$ cat src/rtl/uart_mmio.sv
`default_nettype none
// ============================================================================
//  Module   : uart_mmio
//  Purpose  : Memory-mapped UART responder. Decodes word loads/stores from the
//             data-memory port into four registers (TXDATA, RXDATA, STATUS,
//             CTRL), buffers TX bytes toward the uart AXI-stream sink and RX
//             bytes from its AXI-stream source, and keeps sticky error flags.
//  Ports    : clk, rst                         - clock, sync active-high reset
//             req_valid/we/addr/wdata          - request from memory stage
//             rsp_valid, rsp_rdata             - registered load response
//             m_axis_tdata/tvalid/tready       - TX byte stream to uart
//             s_axis_tdata/tvalid/tready       - RX byte stream from uart
//             tx_busy, rx_overrun_error,
//             rx_frame_error                   - uart status inputs
//  Revision : 1.0 - initial release
// ============================================================================
module uart_mmio #(
    parameter int TX_DEPTH = 8,
    parameter int RX_DEPTH = 8
) (
    input  logic        clk,
    input  logic        rst,
    input  logic        req_valid,
    input  logic        req_we,
    input  logic [3:0]  req_addr,
    input  logic [31:0] req_wdata,
    output logic        rsp_valid,
    output logic [31:0] rsp_rdata,
    output logic [7:0]  m_axis_tdata,
    output logic        m_axis_tvalid,
    input  logic        m_axis_tready,
    input  logic [7:0]  s_axis_tdata,
    input  logic        s_axis_tvalid,
    output logic        s_axis_tready,
    input  logic        tx_busy,
    input  logic        rx_overrun_error,
    input  logic        rx_frame_error
);

    localparam int c_TX_PW = $clog2(TX_DEPTH);
    localparam int c_TX_CW = c_TX_PW + 1;
    localparam int c_RX_PW = $clog2(RX_DEPTH);
    localparam int c_RX_CW = c_RX_PW + 1;

    localparam logic [c_TX_CW-1:0] c_TX_FULL_CNT = c_TX_CW'(TX_DEPTH);
    localparam logic [c_RX_CW-1:0] c_RX_FULL_CNT = c_RX_CW'(RX_DEPTH);
    localparam logic [c_TX_PW-1:0] c_TX_PTR_ONE  = c_TX_PW'(1);
    localparam logic [c_RX_PW-1:0] c_RX_PTR_ONE  = c_RX_PW'(1);
    localparam logic [c_TX_CW-1:0] c_TX_CNT_ONE  = c_TX_CW'(1);
    localparam logic [c_RX_CW-1:0] c_RX_CNT_ONE  = c_RX_CW'(1);

    localparam logic [1:0] c_REG_TXDATA = 2'd0;
    localparam logic [1:0] c_REG_RXDATA = 2'd1;
    localparam logic [1:0] c_REG_STATUS = 2'd2;
    localparam logic [1:0] c_REG_CTRL   = 2'd3;

    // ------------------------------------------------------------------------
    // Request decode
    // ------------------------------------------------------------------------
    logic [1:0] w_sel;
    logic       w_tx_wr;
    logic       w_rx_rd;
    logic       w_ctrl_wr;
    logic       w_sticky_clr;
    logic       w_rx_flush;
    logic       w_unused_bits;

    assign w_sel         = req_addr[3:2];
    assign w_tx_wr       = req_valid &&  req_we && (w_sel == c_REG_TXDATA);
    assign w_rx_rd       = req_valid && !req_we && (w_sel == c_REG_RXDATA);
    assign w_ctrl_wr     = req_valid &&  req_we && (w_sel == c_REG_CTRL);
    assign w_sticky_clr  = w_ctrl_wr && req_wdata[0];
    assign w_rx_flush    = w_ctrl_wr && req_wdata[1];
    // Byte-lane bits and upper store data carry no meaning for this block.
    assign w_unused_bits = ^{req_addr[1:0], req_wdata[31:8]};

    // ------------------------------------------------------------------------
    // TX FIFO
    // ------------------------------------------------------------------------
    logic [7:0]         r_tx_mem [TX_DEPTH];
    logic [c_TX_PW-1:0] r_tx_wptr;
    logic [c_TX_PW-1:0] r_tx_rptr;
    logic [c_TX_CW-1:0] r_tx_count;
    logic               w_tx_full;
    logic               w_tx_empty;
    logic               w_tx_push;
    logic               w_tx_pop;

    assign w_tx_full  = (r_tx_count == c_TX_FULL_CNT);
    assign w_tx_empty = (r_tx_count == '0);
    // A push to a full FIFO is rejected even when a pop frees a slot this cycle.
    assign w_tx_push  = w_tx_wr && !w_tx_full;
    assign w_tx_pop   = m_axis_tvalid && m_axis_tready;

    assign m_axis_tvalid = !w_tx_empty;
    // Stale storage is masked so nothing leaks onto the bus after reset.
    assign m_axis_tdata  = w_tx_empty ? 8'h00 : r_tx_mem[r_tx_rptr];

    always_ff @(posedge clk) begin
        if (w_tx_push) begin
            r_tx_mem[r_tx_wptr] <= req_wdata[7:0];
        end
    end

    always_ff @(posedge clk) begin
        if (rst) begin
            r_tx_wptr  <= '0;
            r_tx_rptr  <= '0;
            r_tx_count <= '0;
        end else begin
            if (w_tx_push) r_tx_wptr <= r_tx_wptr + c_TX_PTR_ONE;
            if (w_tx_pop)  r_tx_rptr <= r_tx_rptr + c_TX_PTR_ONE;
            case ({w_tx_push, w_tx_pop})
                2'b10:   r_tx_count <= r_tx_count + c_TX_CNT_ONE;
                2'b01:   r_tx_count <= r_tx_count - c_TX_CNT_ONE;
                default: r_tx_count <= r_tx_count;
            endcase
        end
    end

    // ------------------------------------------------------------------------
    // RX FIFO
    // ------------------------------------------------------------------------
    logic [7:0]         r_rx_mem [RX_DEPTH];
    logic [c_RX_PW-1:0] r_rx_wptr;
    logic [c_RX_PW-1:0] r_rx_rptr;
    logic [c_RX_CW-1:0] r_rx_count;
    logic               w_rx_full;
    logic               w_rx_empty;
    logic               w_rx_push;
    logic               w_rx_pop;

    assign w_rx_full     = (r_rx_count == c_RX_FULL_CNT);
    assign w_rx_empty    = (r_rx_count == '0);
    assign s_axis_tready = !w_rx_full;
    assign w_rx_push     = s_axis_tvalid && s_axis_tready;
    assign w_rx_pop      = w_rx_rd && !w_rx_empty;

    always_ff @(posedge clk) begin
        if (w_rx_push) begin
            r_rx_mem[r_rx_wptr] <= s_axis_tdata;
        end
    end

    // Flush has priority over a same-cycle push: the incoming byte is dropped
    // because the write pointer is forced back to zero.
    always_ff @(posedge clk) begin
        if (rst || w_rx_flush) begin
            r_rx_wptr  <= '0;
            r_rx_rptr  <= '0;
            r_rx_count <= '0;
        end else begin
            if (w_rx_push) r_rx_wptr <= r_rx_wptr + c_RX_PTR_ONE;
            if (w_rx_pop)  r_rx_rptr <= r_rx_rptr + c_RX_PTR_ONE;
            case ({w_rx_push, w_rx_pop})
                2'b10:   r_rx_count <= r_rx_count + c_RX_CNT_ONE;
                2'b01:   r_rx_count <= r_rx_count - c_RX_CNT_ONE;
                default: r_rx_count <= r_rx_count;
            endcase
        end
    end

    // ------------------------------------------------------------------------
    // Sticky error flags: a same-cycle set wins over a CTRL clear.
    // ------------------------------------------------------------------------
    logic r_tx_drop;
    logic r_overrun;
    logic r_frame_err;

    always_ff @(posedge clk) begin
        if (rst) begin
            r_tx_drop   <= 1'b0;
            r_overrun   <= 1'b0;
            r_frame_err <= 1'b0;
        end else begin
            r_tx_drop   <= (r_tx_drop   && !w_sticky_clr) || (w_tx_wr && w_tx_full);
            r_overrun   <= (r_overrun   && !w_sticky_clr) || rx_overrun_error;
            r_frame_err <= (r_frame_err && !w_sticky_clr) || rx_frame_error;
        end
    end

    // ------------------------------------------------------------------------
    // Load response: status reflects the state before this cycle's updates.
    // ------------------------------------------------------------------------
    logic [31:0] w_status;
    logic [31:0] w_load_data;
    logic        r_rsp_valid;
    logic [31:0] r_rsp_rdata;

    assign w_status = {24'h000000, r_frame_err, r_overrun, r_tx_drop, w_rx_full,
                       tx_busy, !w_rx_empty, w_tx_empty, w_tx_full};

    always_comb begin
        w_load_data = 32'h0000_0000;
        case (w_sel)
            c_REG_RXDATA: begin
                if (!w_rx_empty) begin
                    w_load_data = {1'b1, 23'h000000, r_rx_mem[r_rx_rptr]};
                end
            end
            c_REG_STATUS: w_load_data = w_status;
            default:      w_load_data = 32'h0000_0000;
        endcase
    end

    always_ff @(posedge clk) begin
        if (rst) begin
            r_rsp_valid <= 1'b0;
            r_rsp_rdata <= 32'h0000_0000;
        end else begin
            r_rsp_valid <= req_valid && !req_we;
            if (req_valid && !req_we) begin
                r_rsp_rdata <= w_load_data;
            end
        end
    end

    assign rsp_valid = r_rsp_valid;
    assign rsp_rdata = r_rsp_rdata;

endmodule
`default_nettype wire

$ cat config.mk
export PLATFORM = sky130hd
export DESIGN_NAME = uart_mmio
export DESIGN_NICKNAME = d
export VERILOG_FILES = /design/src/rtl/uart_mmio.sv
export SDC_FILE = /design/constraint.sdc
export NUM_CORES = 1
export LEC_CHECK = 0
export CAP_MARGIN = 20
export CORE_AREA = 2 2 121 152
export CTS_BUF_LIST = sky130_fd_sc_hd__clkbuf_4
export DETAILED_ROUTE_END_ITERATION = 12
export DIE_AREA = 0 0 123 154
export HOLD_SLACK_MARGIN = 0.03
export SKIP_LAST_GASP = 1
export SYNTH_ARGS = -nofsm -noshare
export SYNTH_HDL_FRONTEND = slang
export SYNTH_SLANG_ARGS = --single-unit
$ cat constraint.sdc
create_clock -name clk -period 2.24 [get_ports clk]
set_clock_uncertainty 0.05 [all_clocks]
set_input_delay 0.224 -clock clk [delete_from_list [all_inputs] [get_ports clk]]
set_output_delay 0.224 -clock clk [all_outputs]
set_load 0.01 [all_outputs]
==> Yosys cells after proc, flatten, opt, wreduce, memory -nomap -nowiden <==
Memory sizes are Yosys's and may differ from the RTL's. A register that Yosys moved wholly into a read port is not among the register bits.
Cells that the tools add are included.
{ "word_totals": {"memories": 2, "word_cells": 73, "reg_bits": 56, "out_inout_bits": 43, "mem_bits_rw": 128, "romBits": 0, "latchBits": 0, "in_bits": 53} }
{ "memory_table": {"columns": ["name", "depth", "width", "read_ports", "rd_clocked_by_memory_dff", "wr", "line_no", "rtl"], "rows": [
  ["r_rx_mem", 8, 8, 1, 1, 1, "124", "logic [7:0] r_rx_mem [RX_DEPTH];"],
  ["r_tx_mem", 8, 8, 1, 1, 1, "80", "logic [7:0] r_tx_mem [TX_DEPTH];"]
]} }
{ "op_classes": {"eq_ne": 9, "n_addsub": 8, "n_mux": 13, "magnitude_cmp": 0, "shifts": 0, "reduce_logical": 30, "bitwise_logic": 0, "n_div": 0, "multipliers": 0} }
{ "ops": {"columns": ["op", "n"], "rows": [
  ["32-bit case mux with 2 select lines", 1],
  ["32-bit two-way mux", 1],
  ["4-bit case mux with 2 select lines", 2],
  ["1-bit logical AND", 15],
  ["3-bit by 1-bit adder with 3-bit output (second input constant)", 4],
  ["3-bit two-way mux", 4],
  ["4-bit by 1-bit adder with 4-bit output (second input constant)", 2],
  ["2-bit == test (second input constant)", 4],
  ["4-bit == test (second input constant)", 2],
  ["4-bit zero test", 2],
  ["8-bit two-way mux", 1],
  ["4-bit by 1-bit subtractor with 4-bit output (second input constant)", 2],
  ["2-bit by 1-bit == test with 1-bit output (second input constant)", 3],
  ["1-bit zero test", 6],
  ["1-bit logical OR", 4],
  ["1-bit two-way mux", 4],
  ["2-bit nonzero test", 2],
  ["2-bit zero test", 1]
]} }

==> Depth between registers and ports, before layout <==
{ "logic_depth": {"depth_word": 6, "depth_mapped": 12, "mapped_depth_nobuf": 11} }

==> Least setup slack after synthesis <==
No wires, ideal clock.
{ "synth_path": {"path_type": "flip-flop to flip-flop", "start": "reg r_tx_count[1]", "end": "reg r_tx_count[2]", "path_slack_ns": -0.290, "n_path_buf": 2, "t_arrival_ns": 2.410, "period_less_slack_ns": 2.530, "stages_incl_launch_ff": 13, "setup_ns": 0.071, "required_time_ns": 2.119, "cell_sequence": "dfxtp_1 buf_6 nor4_4 inv_2 and2_4 buf_6 ha_1 xor2_1 ha_1 a21oi_1 xor2_1 or3_1 a21oi_1"} }
{ "synth_via": {"elab_chain_len": 5, "word_cells_on_any_way": 12, "classes_between": "add/sub (2); eq/ne (3); mux (1); reduce/logical (6)"} }
{ "synth_rtl": {"columns": ["item", "line_no", "rtl"], "rows": [
  ["from (decl)", "83", "logic [c_TX_CW-1:0] r_tx_count;"],
  ["from (signal assigned)", "114", "2'b10: r_tx_count <= r_tx_count + c_TX_CNT_ONE;"],
  ["from (signal assigned)", "115", "2'b01: r_tx_count <= r_tx_count - c_TX_CNT_ONE;"],
  ["from (signal assigned)", "116", "default: r_tx_count <= r_tx_count;"],
  ["4-bit zero test (*)", "90", "assign w_tx_empty = (r_tx_count == '0);"],
  ["1-bit zero test (*)", "95", "assign m_axis_tvalid = !w_tx_empty;"],
  ["via m_axis_tvalid", "30", "output logic m_axis_tvalid,"],
  ["1-bit logical AND (*)", "93", "assign w_tx_pop = m_axis_tvalid && m_axis_tready;"],
  ["via w_tx_pop", "87", "logic w_tx_pop;"],
  ["2-bit by 1-bit == test with 1-bit output or 2-bit == test (tied branches)", "113", "case ({w_tx_push, w_tx_pop})"],
  ["4-bit case mux with 2 select lines or 2-bit nonzero test (tied branches)", null, null]
]} }
Mark *: on every way through the listed nets, which the timed path passes. The rest lies on a longest branch.
A chain may end at the register's enable or synchronous reset.

==> impl_metrics.toml <==
[die]
io_pins = 96
start_util_pct = 39.53
die_x_um = 123
rows = 54
die_height_um = 154
coreArea_mm2 = 0.01743
dieArea_mm2 = 0.01894

[placed_design]
portBuffers = 46
routabilityCongestion = 0.7106
dp_hpwl_mm = 9.307
placed_area_mm2 = 0.007904
dp.cells = 724

[global_route]
grt_usage_pct = 15.05
antenna_found_initial = 0
grt_max_degree = 23
overflow = 0
grt_pass1_wl_mm = 21.09
grt_pass1_vias = 3941

[yosys]
synthTopCellsByCount = "edfxtp_1, dfxtp_1, nor2_1"
yosysMostFrequentCell = "edfxtp_1"
synth.largest_area_cell = "edfxtp_1"
syn_area_per_cell_um2 = 16.29
synth_compound_area_share_pct = 3.196
ys_warn_count = 0
muxShareOfSynthArea_pct = 13.51
netlist_area_mm2 = 0.006890
netlist_instances = 423
yosys.area_share.simple_pct = 7.082
dominantRegCellSynth = "edfxtp_1"
synthAdderAreaFrac_pct = 2.542
netlist.area_leader.share_pct = 55.78
synth_xor_area_share_pct = 1.997
synth_edf_count = 128
ys_top_cells_by_area = "edfxtp_1, dfxtp_1, mux4_2"
yosysUniqueCellTypes = 47
async_flop_share_pct = 0
ys_seq_area_share_pct = 67.11
synth_top_family_by_area = "multiplexers"
ys_ff_latch = 167

[worst_setup_path]
crit_slowest_cell = "mux4_2"
arrival_ns = 2.06
cp.required_ns = 1.97
startpoint_type = "flop"
rrSetupSlack_ns = -0.06
worstSetupPathType = "flop to primary output"
crit_fanout = 7
path_cells = "buf_12 -> buf_6 -> mux4_2 -> mux2i_1 -> nor2_1 -> buf_2"
reg2reg_depth = 9
max_stage_delay_ns = 0.47
crit_path_end_kind = "primary output"

[route]
drtIter0Drc = 235
drcViolationCount = 0
postRouteWirelength_mm = 13.72
vias = 3852
dr.pass1.iters = 4
final_antenna_net_count = 0
post_drt_wl_per_cell_um = 17.83
avgViaCountPerCell = 5.009

[power]
leakage_nw = 2.889
power_mw = 6.199
vdd_ir_drop_max_uv = 552.9
powerDensity_mw_per_mm2 = 736.8

[cts]
numClockSinks = 167
htree_levels = 4
tritoncts = "done"
cts.path.max_buffers = 2
clkLatencyLatePin_ns = 0.55
numCtsBuffers = 17
cts-root-buf = "clkbuf_4"
ctsHoldBuffers = 0
cts.reportedPaths.clkPinSlew_ns = 0.13

[sta]
setup_violations = 8
clock.fmax_ghz = 0.4276
finalCritPeriodShare_pct = 104.4
holdWs_ns = 0.2318
worst_slew_pin_slew_ns = 0.9591
slew_viol_final = 0
rsz0062_at_grt = "true"
period_minus_slack_ns = 2.339
hold_viol_final = 0
setup_slack_ns = -0.09884
max-slew-margin-rel_pct = 35.82

[outcome]
status = "complete, but fails checks"
violations = "setup timing"

[final_layout]
fillers = 1552
final_area_mm2 = 0.008414
antennaDiodeCount = 0
fin_nets = 599
drive_gt1_share_pct = 30.64
area_growth_pct = 22.12
layout.cells.non_filler = 769

[flow_run]
drv_cap = 0

[worst_hold_path]
hold_depth = 3
hold_path.class = "input port to flop"
## critical path: cells and delay by family, from the launching register on
family                 cells  cell delay (ns)
and+or+nand+nor            1             0.08
buffers and inverters      3             0.38
DFF                        1             0.42
muxes                      2             0.64
## layer usage
| layer | vias up | wire (um) | track usage, % |
|---|---|---|---|
| met1 | 1951 | 5402 | 17.47 |
| met4 | 0 | 172 | 4.708 |
| met5 | - | 0 | 0 |
| li1 | 1808 | - | - |
| met3 | 12 | 570 | 3.412 |
| met2 | 81 | 7570 | 27.20 |
## cell usage in the layout, fill, tap and decap left out, types with 3 or more instances in the layout
cell type / instances
a21oi_2: 3
buf_12: 3
edfxtp_1: 128
bufinv_16: 4
o22ai_1: 8
a21oi_1: 7
inv_1: 4
buf_4: 55
clkbuf_4: 17
conb_1: 23
ha_2: 3
dfxtp_1: 32
ha_4: 3
nand2_1: 5
nor2_1: 38
o21ai_0: 3
dfxtp_2: 6
buf_2: 8
nand3_1: 5
mux2i_1: 21
or3_1: 3
buf_6: 7
nand2b_1: 8
xor2_1: 9
a22oi_1: 8
mux4_2: 32
clkinvlp_4: 3
nor3_1: 9
clkdlybuf4s50_1: 36
ha_1: 8
## through the flow
stage / setup slack [ns] / utilization, % / TNS (ns)
2_1_floorplan: -0.1171 / - / -0.3129
3_3_place_gp: -0.3345 / 45.34 / -8.810
3_5_place_dp: -0.3300 / 45.34 / -9.373
4_1_cts: -0.1735 / 47.83 / -0.9189
5_1_grt: -0.1850 / 48.27 / -1.656
6_report: -0.09884 / 48.27 / -0.4218
## worst paths after layout
check | startpoint | to
min reg2reg | r_frame_err | r_frame_err
max | flop | m_axis_tdata[0]
max reg2reg | r_rx_count[3] | r_rx_count[2]
min | rx_frame_error | r_frame_err
## cell families after synthesis
family          after synthesis
simple gates                 90
xor+xnor                     14
compound gates               35
flops                       167
fa+ha+maj                    14
mux                          53
buf+inv                      49
other cells                   1
## flip-flops by register name, indices dropped and copies added, names as in the netlist, named ones only
name and cells:
r_tx_rptr 3, r_tx_drop 1, r_rx_count 4, r_rx_mem 64, r_tx_mem 64, rsp_valid 1
r_frame_err 1, r_rx_rptr 3, r_tx_count 4, rsp_rdata 9, r_rx_wptr 3, r_overrun 1
r_tx_wptr 3
## cell type report
type	instances	area (um^2)	share of cell area [%]
clock inverter	15	201.4	2.394
multi-input combinational	229	2148	25.53
inverter	5	18.77	0.2230
timing repair buffer	112	1002	11.91
clock buffer	17	127.6	1.517
tap	224	280.3	3.331
sequential	167	4636	55.09
## timing repair
action	in CTS	in global routing
buffers inserted	10	2
gates resized for setup	41	16
setup endpoints to repair	12	14
gates cloned	1	0
pin swaps	2	7
## power breakdown
group          internal (mW)  switching (mW)  total [mW]
registers               3.40          0.0465        3.44
logic                  0.445           0.367       0.811
clock network          0.893            1.05        1.94
total                   4.73            1.47        6.20
Power figures use the tool's default switching activity.
==> RTL change 1, RTL diff (same settings) <==
One comparison of `r_tx_count` changes from == to >=.
--- a/src/rtl/uart_mmio.sv
+++ b/src/rtl/uart_mmio.sv
@@ -87,5 +87,5 @@
     logic               w_tx_pop;
 
-    assign w_tx_full  = (r_tx_count == c_TX_FULL_CNT);
+    assign w_tx_full  = (r_tx_count >= c_TX_FULL_CNT);
     assign w_tx_empty = (r_tx_count == '0);
     // A push to a full FIFO is rejected even when a pop frees a slot this cycle.
Function: no difference found for any inputs over 4 cycles, from zero or initial values and one cycle with rst high; that may be too few to reach the edited logic, so the function may still have changed.
==> RTL change 1 against the original RTL <==
- the flow still finishes with violations (negative setup slack)
- synthesized cell count is 0.71% higher
- sequential share of layout area rose by 1.6 points
- global-route usage fell by 0.074 points
- wire length shrank 0.59%
- count of clock-buffer cells in the layout increased by 1
- total power down 7.2%
- non-clock buffer count fell by 14
- hold slack better by 0.0058 ns
- synthesized area decreased by 0.33%
- design area decreased by 2.8%
- maximum frequency rose by 2.1%
- setup slack better by 0.049 ns
- sequential cell count unchanged
- sequential power about the same
- critical endpoint is now r_rx_count[2]
- largest cell class unchanged
- largest power group unchanged
- highest routed layer is now met5
==> RTL change 1: results (changes against the original RTL) <==
• complete, but fails checks — run status
• negative setup slack — failing checks
• 17 — total clock buffers created by CTS, unchanged
• 3734 — via count, -3.1%
• 41 — Post-CTS Resized, unchanged
• 589 — net count reported at finish, -1.7%
• 0 — gr ovfl total, unchanged
• 20.83 mm — global-route wire length before repair, -1.2%
• 1 — antenna violations before repair, +1
• -0.3363 ns — Setup Slack @ Placement, -0.006282 ns
• 0.13 ns — clock slew at the register clock pins of the worst setup and hold paths, about the same
• 2.770 nW — Leak, -4.1%
• 28.04% — layout cells sized above 1, -2.6 points
• 13.63 mm — final WL, -0.59%
• sky130_fd_sc_hd__clkbuf_4 — CTS Root Cell
• 14.98% — Tot GR Track Use, -0.074 points
• -0.04989 ns — setup slack of the critical path after layout, +0.04895 ns
• 1 — Setup Buffers After CTS, -9
• 4.920 — number of vias per cell, -1.8%
• 0 — Antenna diodes, unchanged
• 4 — count of TritonRoute iterations in the first routing pass, unchanged
• 3818 — via count of the first global-routing pass, -3.1%
• 0.9789 ns — worst slew pin tran, +0.01977 ns
• 4 — biggest fanout along the worst timing path, -3
• 67.33% — sequential cell area fraction in the yosys report, +0.22 points
• 0.54 ns — worst-skew pair later-pin latency
• sky130_fd_sc_hd__edfxtp_1, sky130_fd_sc_hd__dfxtp_1, sky130_fd_sc_hd__mux4_2 — synth top area cells
• -0.08626 ns — post-route setup TNS, +0.3355 ns
• 426 — Synth Instances, +0.71%
• 9.287 mm — detailed placer's ending HPWL, -0.22%
• 1536 — layout filler cell count, -1.0%
• 227 — Starting DRT DRC Count, -3.4%
• 0.7286 — global placer's final weighted congestion, +2.5%
• 0% — ys async rst share, unchanged
• 2.71 ns — CP arrival, +0.65 ns
• sky130_fd_sc_hd__edfxtp_1 — most instantiated flip-flop cell in the synthesis netlist
• 0 — hold bufs inserted after CTS, unchanged
• 47 — number of distinct library cells after synthesis, unchanged
• 4 — H-tree depth, unchanged
• input pin to register — path class of the lowest-slack min-delay path
• 46 — count of port buffers added during placement, unchanged
• 725 — number of instances in the placed design, +0.14%
• 3 — number of failing setup endpoints in the final timing report, -5
• 0 — number of warnings reported in the yosys synthesis log, unchanged
• 570.9 uV — worst supply voltage drop on vdd, +3.3%
• 2 — maximum buffer depth of the clock tree, unchanged
• 128 — Post-synth EDFFs, unchanged
• sky130_fd_sc_hd__edfxtp_1, sky130_fd_sc_hd__dfxtp_1, sky130_fd_sc_hd__nor2_1 — top cells by instance count after synthesis
• 25 — maximum number of pins on one net before global-route repair, +8.7%
## RTL change 1: cell count changes after synthesis, moves of 2 or more
cell	delta
sky130_fd_sc_hd__nor4b_1	-2
sky130_fd_sc_hd__buf_4	-2
sky130_fd_sc_hd__a21oi_1	+2
sky130_fd_sc_hd__nand2b_1	-2
sky130_fd_sc_hd__mux2i_1	-2
sky130_fd_sc_hd__nand4b_1	-2
sky130_fd_sc_hd__nand2_1	+8
## RTL change 1: area by class of cell
class,count,area share (%)
clock buffer,18,1.651
clock inverter,14,1.544
inverter,5,0.2294
multi-input combinational,233,25.96
sequential,167,56.68
tap,224,3.425
timing repair buffer,98,10.50
## RTL change 1: critical path, stage by stage, from the launching register on
cell and delay, ns:
sky130_fd_sc_hd__dfxtp_2 0.35, sky130_fd_sc_hd__or4_4 0.54, sky130_fd_sc_hd__and3_4 0.18, sky130_fd_sc_hd__ha_4 0.17, sky130_fd_sc_hd__xor2_2 0.14, sky130_fd_sc_hd__ha_2 0.19, sky130_fd_sc_hd__a21oi_2 0.11, sky130_fd_sc_hd__xor2_1 0.07
sky130_fd_sc_hd__or3_1 0.30, sky130_fd_sc_hd__a21oi_1 0.11
## RTL change 1: final timing paths
check,endpoint,cells after the start,start,slack (ns)
max,r_rx_count[2],9,r_rx_count[1],-0.05
max reg2reg,r_rx_count[2],9,r_rx_count[1],-0.05
min,r_frame_err,3,rx_frame_error,0.24
min reg2reg,r_tx_drop,2,r_tx_drop,0.45
## RTL change 1: power breakdown
group,switching [mW],total (mW),internal (mW)
Clock,1.05,1.63,0.576
Combinational,0.325,0.678,0.353
Sequential,0.0496,3.44,3.39
Total,1.43,5.75,4.32
## RTL change 1: kinds of logic (layout without fill, tap and decap cells)
logic type | Yosys count | count (layout) | synth area share (%)
multiplexers | 52 | 52 | 13.43
AO/OA/AOI/OAI | 39 | 39 | 3.607
buffers and inverters | 48 | 135 | 4.372
other | 1 | 23 | 0.05460
AND/OR/NAND/NOR | 92 | 92 | 6.777
adder cells (fa/ha/maj) | 14 | 14 | 2.551
flip-flops | 167 | 167 | 67.33
XOR/XNOR | 13 | 13 | 1.876
## RTL change 1: metrics by stage
| step | util [%] | hold WS (ns) | cell area (sq um) |
|---|---|---|---|
| 2_1_floorplan | - | 0.2729 | 7038 |
| 4_1_cts | 46.79 | 0.1798 | 8157 |
| 5_1_grt | 46.94 | 0.1822 | 8183 |
| 3_3_place_gp | 45.23 | 0.4123 | 7885 |
| 3_5_place_dp | 45.23 | 0.4155 | 7885 |
| 6_report | 46.94 | 0.2376 | 8183 |
## RTL change 1: metal layers
layer	track usage [%]	vias to the layer above	routed length, um
li1	-	1786	-
met1	17.82	1858	5649
met2	26.10	71	7319
met3	3.969	17	500
met4	4.870	2	150
met5	0	-	14
==> RTL change 2, RTL diff (same flow settings) <==
Made on the original files. `RX_DEPTH`: 8 -> 16.
--- a/src/rtl/uart_mmio.sv
+++ b/src/rtl/uart_mmio.sv
@@ -17,5 +17,5 @@
 module uart_mmio #(
     parameter int TX_DEPTH = 8,
-    parameter int RX_DEPTH = 8
+    parameter int RX_DEPTH = 16
 ) (
     input  logic        clk,
Check against the original RTL: not equivalent (Yosys sat finds a counterexample within 10 cycles, from zero or initial values and one cycle with rst high).
==> RTL change 2 against the original RTL <==
- the flow still finishes with violations (negative setup slack)
- total power is 44% higher
- synthesized cell count is 35% higher
- synthesized area is 39% higher
- setup slack worse by 0.051 ns
- sequential cell count is 68 higher
- wire length is 38% higher
- design area is 37% higher
- largest cell class unchanged
==> RTL change 2: results (changes against the original RTL) <==
• complete, but fails checks — run status
• negative setup slack — failing checks
• 10670 sq um — Area after DPL, +35%
• 12.90 mm — detailed placer's ending HPWL, +39%
• -0.1494 ns — setup slack of the critical path after layout, -0.05056 ns
• r_rx_count[0] — Worst R2R Start
• 5303 — via count, +38%
• 571 — Synth Instances, +35%
• 4.303% — global routing usage on met3, +0.89 points
• 24.02% — GR met1 Demand/Resource, +6.5 points
• 29.84 mm — global-route wire length before repair, +41%
• 55 — total clock buffers created by CTS, +38
• 12 — number of failing setup endpoints in the final timing report, +4
• 6.908 mW — internal power summed over all cells, +46%
• 192 — Post-synth EDFFs, +50%
• 61.93% — tightest slew margin relative to the limit, +26 points
• 39.17% — met2 Resource Use GR, +12 points
• -0.7969 ns — post-route setup TNS, -0.3751 ns
• -0.5554 ns — Setup Slack @ Placement, -0.2253 ns
• 0.67 ns — worst-skew pair later-pin latency, +0.12 ns
• 5 — count of TritonRoute iterations in the first routing pass, +1
• 287 — Starting DRT DRC Count, +22%
• 1291 — layout filler cell count, -17%
• 3 — maximum buffer depth of the clock tree, +1
• 0.7905 — global placer's final weighted congestion, +11%
• 10.62 mm — DR WL met2, +40%
• 3 — biggest fanout along the worst timing path, -4
• 18.94 mm — final WL, +38%
• 876 — number of instances in the placed design, +21%
• 2 — H-tree depth, -2
• 19.17 um — routed wirelength normalized by instance count, +7.5%
• 5646 — via count of the first global-routing pass, +43%
• 3.974 nW — Leak, +38%
• 789 — net count reported at finish, +32%
• sky130_fd_sc_hd__edfxtp_1, sky130_fd_sc_hd__nor2_1, sky130_fd_sc_hd__mux4_2 — top cells by instance count after synthesis
• 33 — maximum number of pins on one net before global-route repair, +43%
• 7.152 mm — met1 layer wirelength in the final routing, +32%
• 1 — antenna violations before repair, +1
• 0.1806 ns — post-route worst hold slack, -0.05124 ns
• 825 um — Detail Route met3 WL, +45%
• sky130_fd_sc_hd__edfxtp_1, sky130_fd_sc_hd__mux4_2, sky130_fd_sc_hd__dfxtp_1 — synth top area cells
-- RTL change 2: changes by cell type in the layout (fill, tap and decap cells not counted), sizes merged, moves of 13 or more --
cell / unedited run / this run
edfxtp: 128 / 192
nor2: 38 / 62
clkbuf: 17 / 78
clkinv: 5 / 20
mux4: 32 / 49
nand2: 6 / 19
-- RTL change 2: kinds of logic after synthesis --
group                    after synthesis  share of synthesized area (%)
flip-flops                           235                          69.01
XOR/XNOR                              17                          1.551
buffers and inverters                 61                          3.570
other                                  1                        0.03906
AND/OR/NAND/NOR                      112                          5.473
multiplexers                          75                          14.41
adder cells (fa/ha/maj)               18                          2.424
AO/OA/AOI/OAI                         52                          3.519
-- RTL change 2: area by class of cell --
| type | count | area (sq um) | share of cell area [%] |
|---|---|---|---|
| antenna | 1 | 2.502 | 0.02177 |
| clock buffer | 78 | 585.6 | 5.095 |
| timing repair buffer | 116 | 997.2 | 8.676 |
| sequential | 235 | 6643 | 57.79 |
| tap | 224 | 280.3 | 2.439 |
| multi-input combinational | 297 | 2806 | 24.42 |
| clock inverter | 24 | 130.1 | 1.132 |
| inverter | 13 | 48.80 | 0.4246 |
-- RTL change 2: critical path, cell delays in order (launching register included) --
cell and delay (ns):
sky130_fd_sc_hd__dfxtp_2 0.33, sky130_fd_sc_hd__nor4_4 0.35, sky130_fd_sc_hd__buf_4 0.19, sky130_fd_sc_hd__a211oi_4 0.06
sky130_fd_sc_hd__ha_2 0.18, sky130_fd_sc_hd__xor2_1 0.16, sky130_fd_sc_hd__ha_2 0.22, sky130_fd_sc_hd__a21boi_2 0.16
sky130_fd_sc_hd__o221ai_2 0.10, sky130_fd_sc_hd__and3_1 0.15, sky130_fd_sc_hd__o21ba_2 0.20, sky130_fd_sc_hd__mux2i_1 0.11
-- RTL change 2: power groups by stage --
stage               combinational (mW)  clock, mW  sequential [mW]
detailed placement               0.760          0             4.91
global placement                 0.743          0             4.91
finish                           0.780       3.35             4.83
global route                     0.858       3.69             4.83
CTS                              0.778       3.48             4.83
floorplan                        0.449          0             4.91
-- RTL change 2: what timing repair did --
| action | CTS | global route |
|---|---|---|
| endpoints found under the hold margin | 0 | 0 |
| setup endpoints to repair | 14 | 16 |
| hold buffers | 0 | 0 |
| cloned | 1 | 0 |
| setup buffers | 6 | 2 |
| gates resized for setup | 46 | 6 |
| pin swaps | 10 | 13 |
-- RTL change 2: worst max-delay path by stage --
stage | from | end | slack, ns | depth (start not counted)
floorplan | r_rx_count[2] | r_rx_count[4] | -0.35 | 11
global placement | req_addr[2] | r_tx_count[3] | -0.46 | 13
detailed placement | req_addr[2] | r_tx_count[3] | -0.56 | 13
CTS | register | m_axis_tdata[6] | -0.19 | 5
global route | r_rx_count[0] | r_rx_count[4] | -0.26 | 11
finish | r_rx_count[0] | r_rx_count[4] | -0.15 | 11
